## src/rtl/down_timer_pkg.sv

```systemverilog
// Shared definitions for the down-counting interval timer.
package down_timer_pkg;

  localparam int unsigned NBITS_DEFAULT = 16;

  typedef enum logic {
    ST_IDLE = 1'b0,
    ST_RUN  = 1'b1
  } state_t;

  localparam logic MODE_ONESHOT  = 1'b0;
  localparam logic MODE_PERIODIC = 1'b1;

endpackage

```

## src/rtl/down_count_core.sv

```systemverilog
// Count register with clear/load/decrement/hold; never decrements below zero.
module down_count_core #(
  parameter int unsigned NBITS = 16
) (
  input  logic             clock,
  input  logic             reset,
  input  logic             clear,
  input  logic             load,
  input  logic             dec,
  input  logic [NBITS-1:0] load_val,
  output logic [NBITS-1:0] count,
  output logic             is_zero_c
);

  assign is_zero_c = (count == '0);

  // Priority: clear > load > decrement > hold.
  always_ff @(posedge clock or posedge reset) begin
    if (reset) begin
      count <= '0;
    end else if (clear) begin
      count <= '0;
    end else if (load) begin
      count <= load_val;
    end else if (dec && !is_zero_c) begin
      count <= count - NBITS'(1);
    end
  end

endmodule

```

## src/rtl/down_timer.sv

```systemverilog
// Loadable down timer: one-shot or auto-reload, with retrigger, abort,
// a one-cycle expiry pulse and a sticky overrun flag.
module down_timer
  import down_timer_pkg::*;
#(
  parameter int unsigned NBITS = NBITS_DEFAULT
) (
  input  logic             clock,
  input  logic             reset,
  input  logic             start,
  input  logic             stop,
  input  logic             periodic,
  input  logic             enable,
  input  logic [NBITS-1:0] din,
  output logic             busy,
  output logic             expire_pulse,
  output logic [NBITS-1:0] dout,
  output logic             overrun
);

  state_t           state;
  logic [NBITS-1:0] reload;
  logic             mode;

  logic             is_zero_c;
  logic             running_c;
  logic             terminal_c;
  logic             core_load_c;
  logic             core_dec_c;
  logic [NBITS-1:0] core_val_c;

  // Terminal check is taken on the current count before any decrement.
  assign running_c   = (state == ST_RUN);
  assign terminal_c  = running_c && enable && is_zero_c;
  assign core_load_c = !stop && (start || (terminal_c && (mode == MODE_PERIODIC)));
  assign core_dec_c  = !stop && !start && running_c && enable;
  assign core_val_c  = start ? din : reload;

  down_count_core #(
    .NBITS (NBITS)
  ) u_core (
    .clock     (clock),
    .reset     (reset),
    .clear     (stop),
    .load      (core_load_c),
    .dec       (core_dec_c),
    .load_val  (core_val_c),
    .count     (dout),
    .is_zero_c (is_zero_c)
  );

  assign busy = running_c;

  // Control FSM plus reload/mode latches, pulse and overrun flags.
  always_ff @(posedge clock or posedge reset) begin
    if (reset) begin
      state        <= ST_IDLE;
      reload       <= '0;
      mode         <= MODE_ONESHOT;
      expire_pulse <= 1'b0;
      overrun      <= 1'b0;
    end else if (stop) begin
      state        <= ST_IDLE;
      expire_pulse <= 1'b0;
      overrun      <= 1'b0;
    end else begin
      expire_pulse <= terminal_c;
      if (start) begin
        state  <= ST_RUN;
        reload <= din;
        mode   <= periodic;
        if (terminal_c) begin
          overrun <= 1'b1;
        end
      end else if (terminal_c && (mode == MODE_ONESHOT)) begin
        state <= ST_IDLE;
      end
    end
  end

endmodule

```

## config.mk

```make
export PLATFORM = sky130hd
export DESIGN_NAME = down_timer
export DESIGN_NICKNAME = d
export VERILOG_FILES = /design/src/rtl/down_timer_pkg.sv /design/src/rtl/down_count_core.sv /design/src/rtl/down_timer.sv
export SDC_FILE = /design/constraint.sdc
export NUM_CORES = 1
export LEC_CHECK = 0
export BUFFER_PORTS_ARGS = -buffer_cell sky130_fd_sc_hd__buf_4
export CORE_AREA = 8 8 80 82
export CTS_CLUSTER_DIAMETER = 30
export CTS_CLUSTER_SIZE = 16
export DETAILED_ROUTE_END_ITERATION = 10
export DIE_AREA = 0 0 88 90
export GPL_TIMING_DRIVEN = 0
export PLACE_DENSITY = 0.74
export SLEW_MARGIN = 0
export SYNTH_ARGS = -nofsm -noshare
export SYNTH_HDL_FRONTEND = slang
export SYNTH_SLANG_ARGS = --single-unit
```

## constraint.sdc

```tcl
create_clock -name clock -period 2.7 [get_ports clock]
set_clock_uncertainty 0.15 [all_clocks]
set_input_delay 0.27 -clock clock [delete_from_list [all_inputs] [get_ports clock]]
set_output_delay 0.27 -clock clock [all_outputs]
set_load 0.02 [all_outputs]
```

==> results of run 1 <==
cell usage after synthesis (2+ instances only):
cell       n
a32o_1     4
nor3_2     2
nand2_1   59
o211ai_1   5
mux2i_1    3
inv_1      7
nor2_1    14
o21ai_1    7
and3_1     3
dfrtp_1   36
nand4_1    7
buf_4      2
nor3b_1    5
or4_1      2
o21ai_0   10
or3_1      2
a21oi_1   12
buf_6      4
a21boi_0   2
nor2b_1    2
nand3_1    7
nor4_1     2
nor3_1     3
ha_1       2
a211oi_1   3
nor4_4     2
nand2b_1   8
a31oi_1    3
clkbuf_1   6
power by group:
| group | switching [mW] | internal (mW) | total (mW) |
|---|---|---|---|
| clock | 0.197 | 0.208 | 0.406 |
| combinational | 0.237 | 0.158 | 0.396 |
| sequential | 0.0603 | 0.596 | 0.656 |
flip-flops by register name, summed over array words and instances (netlist names):
signal and flops:
reload 16, overrun 1, u_core.count 16, mode 1, busy 1, expire_pulse 1
worst max path at each step:
stage	cells after the start	start	slack (ps)	to
2_1_floorplan	8	u_core.count[0]	460	u_core.count[11]
3_3_place_gp	8	u_core.count[0]	260	u_core.count[11]
3_5_place_dp	8	u_core.count[0]	210	u_core.count[11]
4_1_cts	8	u_core.count[0]	180	u_core.count[11]
5_1_grt	8	u_core.count[0]	90	u_core.count[11]
6_report	8	u_core.count[0]	170	u_core.count[11]
worst register-to-register path: cells and delay by family (launching register included):
family          cells  cell delay, ps
flops               1             440
simple gates        2             380
fa+ha+maj           1             200
compound gates      3             960
buf+inv             2             270
cell families after synthesis:
| logic type | count (synthesis) | share of synthesized area, % |
|---|---|---|
| AND/OR/NAND/NOR | 127 | 31.1 |
| AO/OA/AOI/OAI | 65 | 20.4 |
| flip-flops | 36 | 40.7 |
| buffers and inverters | 21 | 5.31 |
| multiplexers | 3 | 1.36 |
| adder cells (fa/ha/maj) | 2 | 1.13 |
cell type report:
type	instances	area (um^2)	area share (%)
inverter	7	26.3	0.975
multi-input combinational	197	1190	44.4
clock buffer	8	90.1	3.34
tap	72	90.1	3.34
sequential	36	901	33.4
timing repair buffer	40	300	11.1
buffer	14	91.3	3.39
per-layer routing:
layer  wire length [um]  share of wire (%)  vias to the layer above
met4                187                2.8                        0
li1                   -                  -                     1027
met1               3000                 45                     1061
met2               3100                 46                       92
met5                  0                  0                        -
met3                439                6.5                       16
per-stage QoR:
step	util [%]	area (um^2)
after floorplan	-	2210
after global placement	49.7	2600
after detailed placement	49.7	2600
after CTS	51.4	2690
after global routing	51.4	2690
final	51.4	2690
==> results.json, run 1 <==
{
  "wl_um": 6730,
  "cts_resized": 0,
  "grt_max_degree": 37,
  "cp_max_fo": 10,
  "mostFrequentLayoutCell": "nand2_1",
  "start_util_pct": 42.3,
  "slowest_stage": "dfrtp_1",
  "synth_area_per_cell_um2": 8.71,
  "via_per_inst": 5.87,
  "cts_buffers": 5,
  "syn_nets": 278,
  "grtUsageMet2_pct": 26.5,
  "cp-end-kind": "register",
  "cts_num_sinks": 36,
  "rsz0062_at_grt": "false",
  "yosys_warnings": 0,
  "drtPass1Iterations": 5,
  "drt-initial-drc-count": 209,
  "ys.flop_type": "dfrtp_1",
  "power_density_nw_per_um2": 541,
  "post_cts_buffers": 0,
  "tns_ps": 0,
  "r2r_cells": 8,
  "num_rows": 27,
  "synth_seq_area_share_pct": 40.7,
  "crit_arrival_ps": 2560,
  "core_um2": 5240,
  "globalRoute.busiestLayer": "met2",
  "netlist_area_um2": 2210,
  "clkTransAtPathRegs_ps": 70,
  "synth_top_cell_by_area": "dfrtp_1",
  "overflow": 0,
  "min_period_ps": 2530,
  "r2r-start": "u_core.count[0]",
  "grt_usage_pct": 18.0,
  "synth_edf_count": 0,
  "synth_cells": 254,
  "critPathMaxStageDelay_ps": 440,
  "vias": 2196,
  "critPathTopFamily": "compound AO/OA/AOI/OAI gates",
  "final.fill_count": 538,
  "p_total_mw": 1.46,
  "ios": 41,
  "dp.cells": 366,
  "dieArea_um2": 7920,
  "ir_drop_mv": 0.322,
  "grt_pass1_wl_um": 11300,
  "num_antenna_cells": 0,
  "start_kind": "register",
  "gp_congestion": 0.927,
  "hold_buffers": 0,
  "synth_seq_cells": 36,
  "setup_ws_ps": 172,
  "timing.reg2reg.setup_slack_ps": 170,
  "fp.dieH_um": 90,
  "async_flop_share_pct": 100,
  "grt_util_met3_pct": 3.73,
  "cap_violations": 0,
  "synth_area_leaders": "dfrtp_1 (41%), nand2_1 (10%), a21oi_1 (2.7%), nor2_1 (2.4%), nand2b_1 (2.3%)",
  "violations": "negative hold slack",
  "final_cell_mix": "nand2_1 (59), buf_4 (42), dfrtp_1 (36), nor2_1 (14), a21oi_1 (12)",
  "area_growth_pct": 21.7,
  "r2r_end": "u_core.count[11]",
  "worst-path-buf-inv": 2,
  "final_max_slew_viol_count": 0,
  "dpl.hpwl_um": 4920,
  "status": "complete, but fails checks",
  "holdWs_ps": -31.0,
  "cts_tree": "yes",
  "fin_nets": 325,
  "grt_use_met1_pct": 24.5,
  "synth_top_area_share_pct": 40.7,
  "clk_latency_ps": 290,
  "htreeDepth": 2,
  "final_cells": 374,
  "cts_buffer_depth": 2,
  "critPathRequiredTime_ps": 2730,
  "path_class": "register to register",
  "hold_violations": 36,
  "setup_viol": 0,
  "max_clock_freq_mhz": 396,
  "first_global_vias": 2203,
  "dp_worst_setup_slack_ps": 208,
  "drive_gt1_share_pct": 22.2,
  "path_cells": "inv_1 > ha_1 > nor3b_1 > and4_1 > buf_4 > a22oi_2 > a21oi_1 > a2111oi_2",
  "die_w_um": 88,
  "leakagePower_nw": 1.23,
  "yosysUniqueCellTypes": 59,
  "drtAntennaViolNets": 0,
  "routedWlPerCell_um": 18.0,
  "tightestPinTransition_ps": 768,
  "hold_path_class": "input port to asynchronous set/reset pin",
  "layout_worst_path_cycle_share_pct": 93.6,
  "antenna_found_initial": 0,
  "root_buffer": "clkbuf_8",
  "max_slew_margin_pct": 48.7,
  "drcViolationCount": 0,
  "io_buffers": 40
}
Note: power is estimated with default switching activity, not from simulation.
==> run 2: changes to the inputs <==
- CORE_AREA: 8 8 80 82 -> 8 8 89 91
- DIE_AREA: 0 0 88 90 -> 0 0 97 99
- PLACE_DENSITY: 0.74 -> 0.62
==> results.json, run 2 (same netlist as run 1, synthesis figures left out) <==
{
  "grt_pass1_wl_um": 11500,
  "htreeDepth": 2,
  "die_w_um": 97,
  "start_kind": "register",
  "critPathMaxStageDelay_ps": 440,
  "p_total_mw": 1.59,
  "cts_tree": "yes",
  "vias": 2120,
  "fin_nets": 325,
  "grt_usage_pct": 14.5,
  "slowest_stage": "a22oi_2",
  "antenna_found_initial": 0,
  "rsz0062_at_grt": "false",
  "setup_viol": 0,
  "ios": 41,
  "final_cell_mix": "nand2_1 (59), buf_4 (42), dfrtp_1 (36), nor2_1 (14), a21oi_1 (12)",
  "final_cells": 382,
  "cts_num_sinks": 36,
  "dp_worst_setup_slack_ps": 273,
  "top_regs": "reload: 16 flops, u_core.count: 16 flops",
  "fin_util_pct": 41.7,
  "hold_violations": 36,
  "gp_congestion": 0.881,
  "post_cts_buffers": 0,
  "grt_max_degree": 37,
  "critPathTopFamily": "compound AO/OA/AOI/OAI gates",
  "power_density_nw_per_um2": 579,
  "tightestPinTransition_ps": 759,
  "max_slew_margin_pct": 49.3,
  "drtAntennaViolNets": 0,
  "drive_gt1_share_pct": 22.8,
  "core_um2": 6570,
  "cap_violations": 0,
  "cts_buffers": 5,
  "setup_ws_ps": 226,
  "num_antenna_cells": 0,
  "post_dp_cell_area_um2": 2610,
  "layout_worst_path_cycle_share_pct": 91.6,
  "first_global_vias": 2174,
  "finish.instance_area_um2": 2740,
  "crit_arrival_ps": 2510,
  "clkTransAtPathRegs_ps": 80,
  "critPathRequiredTime_ps": 2740,
  "overflow": 0,
  "fp.dieH_um": 99,
  "status": "complete, but fails checks",
  "mostFrequentLayoutCell": "nand2_1",
  "drcViolationCount": 0,
  "cts_resized": 0,
  "hold_buffers": 0,
  "drt-initial-drc-count": 181,
  "hold_path_class": "input port to asynchronous set/reset pin",
  "cp_max_fo": 10,
  "violations": "negative hold slack",
  "io_buffers": 40,
  "root_buffer": "clkbuf_8",
  "num_rows": 30,
  "min_period_ps": 2470,
  "max_clock_freq_mhz": 404,
  "ir_drop_mv": 0.220,
  "tns_ps": 0,
  "start_util_pct": 33.7,
  "holdWs_ps": -32.1,
  "routedWlPerCell_um": 17.9,
  "area_growth_pct": 23.8,
  "worst-path-buf-inv": 2,
  "cts_buffer_depth": 2,
  "via_per_inst": 5.55,
  "leakagePower_nw": 1.25,
  "dp.cells": 374,
  "path_class": "register to register",
  "dpl.hpwl_um": 5040,
  "final_max_slew_viol_count": 0,
  "cp-end-kind": "register",
  "path_cells": "inv_1 > ha_1 > nor3b_1 > and4_1 > buf_4 > a22oi_2 > a21oi_1 > a2111oi_2",
  "wl_um": 6850,
  "drtPass1Iterations": 4,
  "clk_latency_ps": 290,
  "dieArea_um2": 9600
}
run 2: changes by cell type in the layout (fill, tap and decap cells not counted):
| cell | change |
|---|---|
| clkbuf_1 | -2 |
| clkbuf_8 | +1 |
| bufinv_16 | +1 |
run 2: final timing paths:
| check | startpoint | end | slack (ps) | cells after the start |
|---|---|---|---|---|
| worst min-delay path | reset | reload[10] | -30 | 2 |
| worst max register to register | u_core.count[0] | u_core.count[11] | 230 | 8 |
| max in group asynchronous | reset | u_core.count[3] | 1940 | 2 |
| worst min register to register | reload[0] | reload[0] | 330 | 2 |
| worst max-delay path | u_core.count[0] | u_core.count[11] | 230 | 8 |
| min in group clock | periodic | mode | 10 | 3 |
run 2: per-layer routing:
metal	global-route usage [%]	share of wire, %
met5	0	0
met4	5.44	1.4
met3	3.15	6.5
met2	22.6	47
met1	19.2	45
run 2: final cells by class:
type                    instances  area [um^2]
fillers                       662         3830
flip-flops and latches         36          901
well taps                      80          100
plain buffers                  14         91.3
repair buffers                 40          300
inverters                       7         26.3
multi-input cells             197         1190
clock buffers                   7         96.3
clock inverters                 1         30.0
run 2: where the power goes:
group | internal, mW | switching (mW) | leakage [nW]
sequential | 0.595 | 0.0625 | 0.460
clock | 0.326 | 0.208 | 0.0645
combinational | 0.158 | 0.237 | 0.723
